`src/rtl/fe_bp_ctrl_if.sv`:
```
// Fetch-stage next-PC bundle between the FE/AGEX pipeline and the branch-predictor controller.
// Latency: none; this file only groups wires.
// Backpressure: none; flush overrides the FE stall, and AGEX resolutions are dropped while the controller is busy.
//
// Ports:
//   Pipeline side (master) drives fe_pc and the agex_* resolution fields.
//   Controller side (slave) drives bp_pc, flush, pred_taken and busy.
interface fe_bp_ctrl_if #(
  parameter int DBITS = 32
);
  logic [DBITS-1:0] fe_pc;
  logic             agex_valid;
  logic [DBITS-1:0] agex_pc;
  logic             agex_taken;
  logic [DBITS-1:0] agex_target;
  logic             agex_pred_taken;
  logic [DBITS-1:0] agex_pred_target;
  logic [DBITS-1:0] bp_pc;
  logic             flush;
  logic             pred_taken;
  logic             busy;

  modport master (
    output fe_pc, agex_valid, agex_pc, agex_taken, agex_target,
           agex_pred_taken, agex_pred_target,
    input  bp_pc, flush, pred_taken, busy
  );

  modport slave (
    input  fe_pc, agex_valid, agex_pc, agex_taken, agex_target,
           agex_pred_taken, agex_pred_target,
    output bp_pc, flush, pred_taken, busy
  );
endinterface

```
`src/rtl/fe_bp_ctrl.sv`:
```
// Next-PC controller: direct-mapped BTB with 2-bit counters, trained by AGEX, plus a redirect/squash sequencer.
// Latency: bp_pc/pred_taken are combinational from fe_pc; a mispredict drives flush on the next cycle, and the next resolution is accepted 1+SQUASH_CYCLES cycles after that.
// Backpressure: none; AGEX resolutions arriving in REDIR or SQUASH are dropped (wrong path).
//
// Ports:
//   clk, reset   rising-edge clock; asynchronous active-low reset
//   bus (slave)  fe_pc/agex_* in; bp_pc, flush, pred_taken, busy out
//   stat_branches, stat_mispredicts  32-bit wrapping counters, present only when FE_BP_CTRL_STATS_EN is defined
module fe_bp_ctrl #(
  parameter int DBITS         = 32,
  parameter int BTB_IDX_BITS  = 4,
  parameter int SQUASH_CYCLES = 2
) (
  input  logic        clk,
  input  logic        reset,
  fe_bp_ctrl_if.slave bus
`ifdef FE_BP_CTRL_STATS_EN
  ,
  output logic [31:0] stat_branches,
  output logic [31:0] stat_mispredicts
`endif
);

  localparam int ENTRIES = 1 << BTB_IDX_BITS;
  localparam int TAG_W   = DBITS - BTB_IDX_BITS - 2;

  localparam logic [1:0] ST_RUN    = 2'd0;
  localparam logic [1:0] ST_REDIR  = 2'd1;
  localparam logic [1:0] ST_SQUASH = 2'd2;

  // BTB storage: valid and counters are reset; tag/target of invalid entries are don't-care.
  logic                    btb_vld [ENTRIES];
  logic [1:0]              btb_ctr [ENTRIES];
  logic [TAG_W-1:0]        btb_tag [ENTRIES];
  logic [DBITS-1:0]        btb_tgt [ENTRIES];

  logic [1:0]              state;
  logic [2:0]              sq_cnt;
  logic [DBITS-1:0]        redir_pc;

  // Fetch-side lookup.
  logic [BTB_IDX_BITS-1:0] fe_idx;
  logic [TAG_W-1:0]        fe_tag;
  logic                    fe_hit;
  logic                    lk_taken;
  logic [DBITS-1:0]        fe_seq;

  assign fe_idx   = bus.fe_pc[BTB_IDX_BITS+1:2];
  assign fe_tag   = bus.fe_pc[DBITS-1:BTB_IDX_BITS+2];
  assign fe_hit   = btb_vld[fe_idx] && (btb_tag[fe_idx] == fe_tag);
  assign lk_taken = fe_hit && btb_ctr[fe_idx][1];
  assign fe_seq   = bus.fe_pc + DBITS'(4);

  always_comb begin
    bus.flush      = 1'b0;
    bus.busy       = (state != ST_RUN);
    bus.pred_taken = lk_taken;
    bus.bp_pc      = lk_taken ? btb_tgt[fe_idx] : fe_seq;
    if (state == ST_REDIR) begin
      bus.flush      = 1'b1;
      bus.pred_taken = 1'b0;
      bus.bp_pc      = redir_pc;
    end
  end

  // AGEX resolution side.
  logic [BTB_IDX_BITS-1:0] ag_idx;
  logic [TAG_W-1:0]        ag_tag;
  logic                    ag_hit;
  logic                    accept;
  logic                    mispred;
  logic [DBITS-1:0]        correct_pc;
  logic [1:0]              ctr_cur;
  logic [1:0]              ctr_inc;
  logic [1:0]              ctr_dec;

  assign ag_idx     = bus.agex_pc[BTB_IDX_BITS+1:2];
  assign ag_tag     = bus.agex_pc[DBITS-1:BTB_IDX_BITS+2];
  assign ag_hit     = btb_vld[ag_idx] && (btb_tag[ag_idx] == ag_tag);
  assign accept     = bus.agex_valid && (state == ST_RUN);
  assign mispred    = accept &&
                      ((bus.agex_taken != bus.agex_pred_taken) ||
                       (bus.agex_taken && (bus.agex_target != bus.agex_pred_target)));
  assign correct_pc = bus.agex_taken ? bus.agex_target : (bus.agex_pc + DBITS'(4));
  assign ctr_cur    = btb_ctr[ag_idx];
  assign ctr_inc    = (ctr_cur == 2'b11) ? 2'b11 : ctr_cur + 2'b01;
  assign ctr_dec    = (ctr_cur == 2'b00) ? 2'b00 : ctr_cur - 2'b01;

  // Valid bits and counters. A taken miss allocates weakly-taken; a not-taken miss leaves the entry alone.
  always_ff @(posedge clk or negedge reset) begin
    if (!reset) begin
      for (int i = 0; i < ENTRIES; i++) begin
        btb_vld[i] <= 1'b0;
        btb_ctr[i] <= 2'b01;
      end
    end else if (accept) begin
      if (bus.agex_taken) begin
        btb_vld[ag_idx] <= 1'b1;
        btb_ctr[ag_idx] <= ag_hit ? ctr_inc : 2'b10;
      end else if (ag_hit) begin
        btb_ctr[ag_idx] <= ctr_dec;
      end
    end
  end

  // Tag/target payload carries no reset.
  always_ff @(posedge clk) begin
    if (accept && bus.agex_taken) begin
      btb_tag[ag_idx] <= ag_tag;
      btb_tgt[ag_idx] <= bus.agex_target;
    end
  end

  // Redirect sequencer: one flush cycle, then SQUASH_CYCLES cycles of ignoring AGEX.
  always_ff @(posedge clk or negedge reset) begin
    if (!reset) begin
      state    <= ST_RUN;
      sq_cnt   <= 3'd0;
      redir_pc <= '0;
    end else begin
      case (state)
        ST_RUN: begin
          if (mispred) begin
            state    <= ST_REDIR;
            redir_pc <= correct_pc;
          end
        end
        ST_REDIR: begin
          state  <= ST_SQUASH;
          sq_cnt <= 3'(SQUASH_CYCLES);
        end
        ST_SQUASH: begin
          if (sq_cnt <= 3'd1) begin
            state  <= ST_RUN;
            sq_cnt <= 3'd0;
          end else begin
            sq_cnt <= sq_cnt - 3'd1;
          end
        end
        default: state <= ST_RUN;
      endcase
    end
  end

`ifdef FE_BP_CTRL_STATS_EN
  always_ff @(posedge clk or negedge reset) begin
    if (!reset) begin
      stat_branches    <= 32'd0;
      stat_mispredicts <= 32'd0;
    end else begin
      if (accept)  stat_branches    <= stat_branches + 32'd1;
      if (mispred) stat_mispredicts <= stat_mispredicts + 32'd1;
    end
  end
`endif

endmodule

```
`src/flat_wrapper.sv`:
```
// flat-port wrapper written by rule: the top's interface ports become plain ports
module fe_bp_ctrl_flat 
#(
  parameter int DBITS         = 32,
  parameter int BTB_IDX_BITS  = 4,
  parameter int SQUASH_CYCLES = 2
)
  (clk, reset, bus_fe_pc, bus_agex_valid, bus_agex_pc, bus_agex_taken, bus_agex_target, bus_agex_pred_taken, bus_agex_pred_target, bus_bp_pc, bus_flush, bus_pred_taken, bus_busy);
  fe_bp_ctrl_if #(.DBITS(DBITS)) bus_i ();
  input  logic clk;
  input  logic reset;
  input wire logic [$bits(bus_i.fe_pc)-1:0] bus_fe_pc;
  input wire logic [$bits(bus_i.agex_valid)-1:0] bus_agex_valid;
  input wire logic [$bits(bus_i.agex_pc)-1:0] bus_agex_pc;
  input wire logic [$bits(bus_i.agex_taken)-1:0] bus_agex_taken;
  input wire logic [$bits(bus_i.agex_target)-1:0] bus_agex_target;
  input wire logic [$bits(bus_i.agex_pred_taken)-1:0] bus_agex_pred_taken;
  input wire logic [$bits(bus_i.agex_pred_target)-1:0] bus_agex_pred_target;
  output wire logic [$bits(bus_i.bp_pc)-1:0] bus_bp_pc;
  output wire logic [$bits(bus_i.flush)-1:0] bus_flush;
  output wire logic [$bits(bus_i.pred_taken)-1:0] bus_pred_taken;
  output wire logic [$bits(bus_i.busy)-1:0] bus_busy;
  assign bus_i.fe_pc = bus_fe_pc;
  assign bus_i.agex_valid = bus_agex_valid;
  assign bus_i.agex_pc = bus_agex_pc;
  assign bus_i.agex_taken = bus_agex_taken;
  assign bus_i.agex_target = bus_agex_target;
  assign bus_i.agex_pred_taken = bus_agex_pred_taken;
  assign bus_i.agex_pred_target = bus_agex_pred_target;
  assign bus_bp_pc = bus_i.bp_pc;
  assign bus_flush = bus_i.flush;
  assign bus_pred_taken = bus_i.pred_taken;
  assign bus_busy = bus_i.busy;
  fe_bp_ctrl #(.DBITS(DBITS), .BTB_IDX_BITS(BTB_IDX_BITS), .SQUASH_CYCLES(SQUASH_CYCLES)) u_core (.clk(clk), .reset(reset), .bus(bus_i));
endmodule
```
`config.mk`:
```
export PLATFORM = sky130hd
export DESIGN_NAME = fe_bp_ctrl_flat
export DESIGN_NICKNAME = d
export VERILOG_FILES = /design/src/rtl/fe_bp_ctrl_if.sv /design/src/rtl/fe_bp_ctrl.sv /design/src/flat_wrapper.sv
export SDC_FILE = /design/constraint.sdc
export NUM_CORES = 1
export LEC_CHECK = 0
export CORE_MARGIN = 1
export CORE_UTILIZATION = 40
export CTS_CLUSTER_SIZE = 12
export DETAILED_ROUTE_END_ITERATION = 8
export PLACE_DENSITY_LB_ADDON = 0.25
export SYNTH_ARGS = -nofsm -noshare
export SYNTH_HDL_FRONTEND = slang
export SYNTH_SLANG_ARGS = --single-unit
```
`constraint.sdc`:
```
create_clock -name clk -period 6 [get_ports clk]
set_input_delay 0.9 -clock clk [delete_from_list [all_inputs] [get_ports clk]]
set_output_delay 0.9 -clock clk [all_outputs]
set_load 0.03 [all_outputs]
```
==> impl_table.tex <==
\begin{tabular}{lr}
\hline
Metric & Value \\
\hline
\multicolumn{2}{l}{\textbf{STA}} \\
Remaining max-slew budget at the tightest pin & 15.97\% \\
Crit share post-route & 95.67\% \\
Number of slew-limit violations in the final report & 0 \\
Maximum frequency from static timing analysis & 174.2 MHz \\
Final setup slack of the worst path & 259.6 ps \\
Number of hold violations in the final report & 0 \\
Time the worst path needs with I/O delays and setup & between 5000 and 6000 ps \\
Count of final setup violators & 0 \\
Slew at the pin closest to its max-slew limit & 1256 ps \\
RSZ-0062 raised after global routing & false \\
Total negative setup slack & 0 ps \\
Layout Skew & approximately 35 ps \\
Post-route worst hold slack & about 150 ps \\
\multicolumn{2}{l}{\textbf{Logic synthesis}} \\
Share of Yosys cell area claimed by the top area cell type & around 60\% \\
Fraction of synthesized area in multiplexers & between 20\% and 30\% \\
Number of nets produced by synthesis & $\sim$2,800 \\
Number of enable flip-flop cells after synthesis & between 900 and 1,000 \\
Top flip-flop cell by instance count after synthesis & sky130\_fd\_sc\_hd\_\_edfxtp\_1 \\
Xor and xnor area share after synthesis & under 10\% \\
Sequential area share after synthesis & between 60\% and 70\% \\
Simple-gate portion of the synthesized area & between 5 and 6\% \\
Synth Cell Area & between 0.04 and 0.05 mm² \\
Synth Area in Compound Gates & 3.455\% \\
Synthesized flop and latch total & between 1,000 and 1,500 \\
Top area cells in the synthesized netlist & sky130\_fd\_sc\_hd\_\_edfxtp\_1 60\%, sky130\_fd\_sc\_hd\_\_mux4\_2 18\%, sky130\_fd\_sc\_hd\_\_dfrtp\_1 3.7\% \\
Proportion of register bits with asynchronous set or reset after synthesis & between 8 and 9\% \\
Number of standard cells after synthesis & around 2,700 \\
Avg Synthesized Cell Area & between 15 and 20 µm² \\
Largest family of logic cells by synthesized area & multiplexers \\
Synthesized-area fraction occupied by adder cells & less than 1\% \\
Netlist cell types & 68 \\
Warning count from the yosys run & 0 \\
Post-synth top area cell & sky130\_fd\_sc\_hd\_\_edfxtp\_1 \\
\multicolumn{2}{l}{\textbf{Final layout}} \\
Combined area of the multi-input logic cells & around 0.016 mm² \\
Layout Nets & approximately 3,100 \\
Core utilization of the finished layout & a little under half \\
Sequential standard cell area & approximately 0.03 mm² \\
Non-Filler Cell Area, Final & about 0.054 mm² \\
Share of post-route cells with drive strength above 1 & a little over a quarter \\
Leading cell types in the layout, fill and taps excluded & 928 x sky130\_fd\_sc\_hd\_\_edfxtp\_1, 369 x sky130\_fd\_sc\_hd\_\_mux4\_2, 148 x sky130\_fd\_sc\_hd\_\_nand2\_1 \\
Leading cell type in the layout, fill and taps excluded & sky130\_fd\_sc\_hd\_\_edfxtp\_1 \\
Number of fill cells & between 9,000 and 10,000 \\
Post-Layout Cell Count & 4,502 \\
Area grow syn2layout & 16.58\% \\
\multicolumn{2}{l}{\textbf{Worst setup path}} \\
Endpoint kind of the worst setup timing path & output pin \\
Launching point of the worst reg2reg path & u\_core.btb\_tag[1][23] \\
Minimum setup slack among reg-to-reg paths & 2130 ps \\
Capture point of the worst path & bus\_bp\_pc[5] \\
Nature of the critical path startpoint & primary input \\
R2R depth & 10 \\
First element of the critical path & bus\_fe\_pc[2] \\
Required time of the critical path & around 5100 ps \\
Endpoint of the most critical register-to-register path & u\_core.btb\_ctr[20] \\
Worst path arrival time & approximately 4800 ps \\
Worst setup path class & primary input to output pin \\
Max Fanout on Critical Path & 47 \\
\multicolumn{2}{l}{\textbf{Die}} \\
Area of the core & between 0.1 and 0.15 mm² \\
Top Ports & approximately 170 \\
Vertical die dimension & 343.5 µm \\
Die footprint & 0.1180 mm² \\
Cell row count & 124 \\
Horizontal die dimension & 343.5 µm \\
Initial Util & between 40\% and 50\% \\
\multicolumn{2}{l}{\textbf{Clock tree}} \\
Root buf cell & sky130\_fd\_sc\_hd\_\_clkbuf\_16 \\
Post-CTS clock slew at the launch and capture registers of the worst setup and hold paths & about 60 ps \\
Post-CTS setup-driven buffer insertion count & 0 \\
Clock latency on the worst-skew pair & around 700 ps \\
TritonCTS clock tree & done \\
Inserted Clock Buffers & approximately 110 \\
Max clock buf depth & 3 \\
Number of gates given a new drive strength after cts & 0 \\
Clock H-tree levels & 3 \\
\# clock sinks & between 1,000 and 1,500 \\
Hold bufs inserted after CTS & 0 \\
\multicolumn{2}{l}{\textbf{Power}} \\
NetSw & about 4.4 mW \\
Switching part of the total & a little over a quarter \\
Pleak & about 18 nW \\
VDD IR max & 0.2689 mV \\
Clock Power Share & 36.7\% \\
Areal power density over the cells & roughly 310 mW/mm² \\
Power consumption & approximately 17 mW \\
Flop pwr share & between 40\% and 50\% \\
Logic pwr share & about 16\% \\
Power Internal & 12.56 mW \\
\multicolumn{2}{l}{\textbf{GRT}} \\
Wire length of the first global-routing pass & 214.0 mm \\
Global-route usage over all layers & 25.78\% \\
Number of antenna violations at the first check in global routing & 6 \\
Maximum number of pins on one net before global-route repair & 80 \\
Global-route layer with the greatest usage & met2 \\
Met2 track demand over resource in global routing & 39.00\% \\
Vias in the first global route & between 20,000 and 30,000 \\
Met3 Use GR & between 5 and 6\% \\
Met1 Usage GRT & a little under two fifths \\
Overflow left after global routing & 0 \\
\multicolumn{2}{l}{\textbf{Place}} \\
PortBufs & $\sim$170 \\
DP Wirelength & roughly 97 mm \\
Placed insts & between 4,000 and 5,000 \\
Standard cell area after detailed placement & approximately 0.051 mm² \\
Place WS & between 100 and 150 ps \\
Final estimated routing congestion in global placement & between 1 and 1.5 \\
\multicolumn{2}{l}{\textbf{Flow run}} \\
Number of max-capacitance violations reported & 0 \\
\multicolumn{2}{l}{\textbf{Route}} \\
Routed wire length per instance & 33.62 µm \\
Total via count after detailed routing & about 28,000 \\
Final Routed Wirelength & around 150 mm \\
Number of detailed-route iterations in the first pass & 6 \\
Antenna viol nets, final & 0 \\
First-iteration detailed-routing DRC count & 3,852 \\
Final routed DRC violation total & 0 \\
Average vias per placed instance & 6.286 \\
\multicolumn{2}{l}{\textbf{Worst hold path}} \\
HP Class & primary input to async pin \\
\multicolumn{2}{l}{\textbf{Outcome}} \\
Status & finished clean \\
\hline
\end{tabular}
-- synth_stat cells (all sizes together) (20+ instances only) --
cell type and count:
and3 30, buf 91, clkbuf 79, dfrtp 69, edfxtp 928, inv 34, mux2 49, mux2i 142
mux4 369, nand2 148, nand2b 33, nand3 36, nor2 84, nor3 60, nor4 20, o21ai 102
o22ai 20, or2 21, xnor2 78, xor2 57
-- sequential cells by signal, summed over array words and instances (netlist names) --
| name | flops |
|---|---|
| u_core.btb_ctr | 32 |
| u_core.btb_tag | 416 |
| u_core.btb_tgt | 512 |
| u_core.btb_vld | 16 |
| u_core.redir_pc | 32 |
| u_core.sq_cnt | 3 |
| u_core.state | 2 |
-- worst max-delay path, cell delays in order --
cell	delay, ps
sky130_fd_sc_hd__buf_12	320
sky130_fd_sc_hd__buf_12	280
sky130_fd_sc_hd__mux4_2	550
sky130_fd_sc_hd__mux2i_1	180
sky130_fd_sc_hd__o221ai_1	150
sky130_fd_sc_hd__a221o_1	380
sky130_fd_sc_hd__nor4_1	320
sky130_fd_sc_hd__nand4_1	280
sky130_fd_sc_hd__nor3_4	390
sky130_fd_sc_hd__buf_12	210
sky130_fd_sc_hd__mux2_2	350
sky130_fd_sc_hd__mux2_2	270
sky130_fd_sc_hd__buf_4	170
-- layer usage --
metal | up-vias | wire [µm]
met5 | - | 23
met4 | 4 | 4999
met3 | 289 | 16060
met2 | 1757 | 68590
met1 | 14933 | 61680
li1 | 11317 | -
-- worst min path at each step --
stage | cells after the start | from | to
finish | 1 | reset | u_core.btb_ctr[27]
global route | 1 | reset | u_core.btb_ctr[11]
detailed placement | 1 | u_core.btb_vld[0] | u_core.btb_vld[0]
floorplan | 1 | u_core.btb_vld[1] | u_core.btb_vld[1]
CTS | 1 | reset | u_core.btb_ctr[9]
global placement | 1 | u_core.btb_vld[5] | u_core.btb_vld[5]
-- final cells by class --
class                   instances  share of cell area, %
clock buffers                 142                  5.143
repair buffers                312                  6.055
multi-input cells            1444                  29.06
well taps                    1512                  3.479
clock inverters                42                 0.8008
flip-flops and latches       1013                  55.20
diodes                          1               0.004602
inverters                      36                 0.2531
-- cells by family after synthesis --
family / after synthesis
adders and majority gates: 12
AOI/OAI and AO/OA: 249
and+or+nand+nor: 488
xor gates and xnor gates: 135
buffers and inverters: 206
muxes: 560
DFF: 1013
-- power groups by stage --
stage	sequential [mW]	combinational, mW	clock (mW)
floorplan	8.18	1.39	0
global placement	8.22	2.61	0
detailed placement	8.23	2.64	0
CTS	8.09	2.66	6.32
global route	8.12	2.79	6.58
finish	8.10	2.66	6.24
Note: power is estimated with default switching activity, not from simulation.
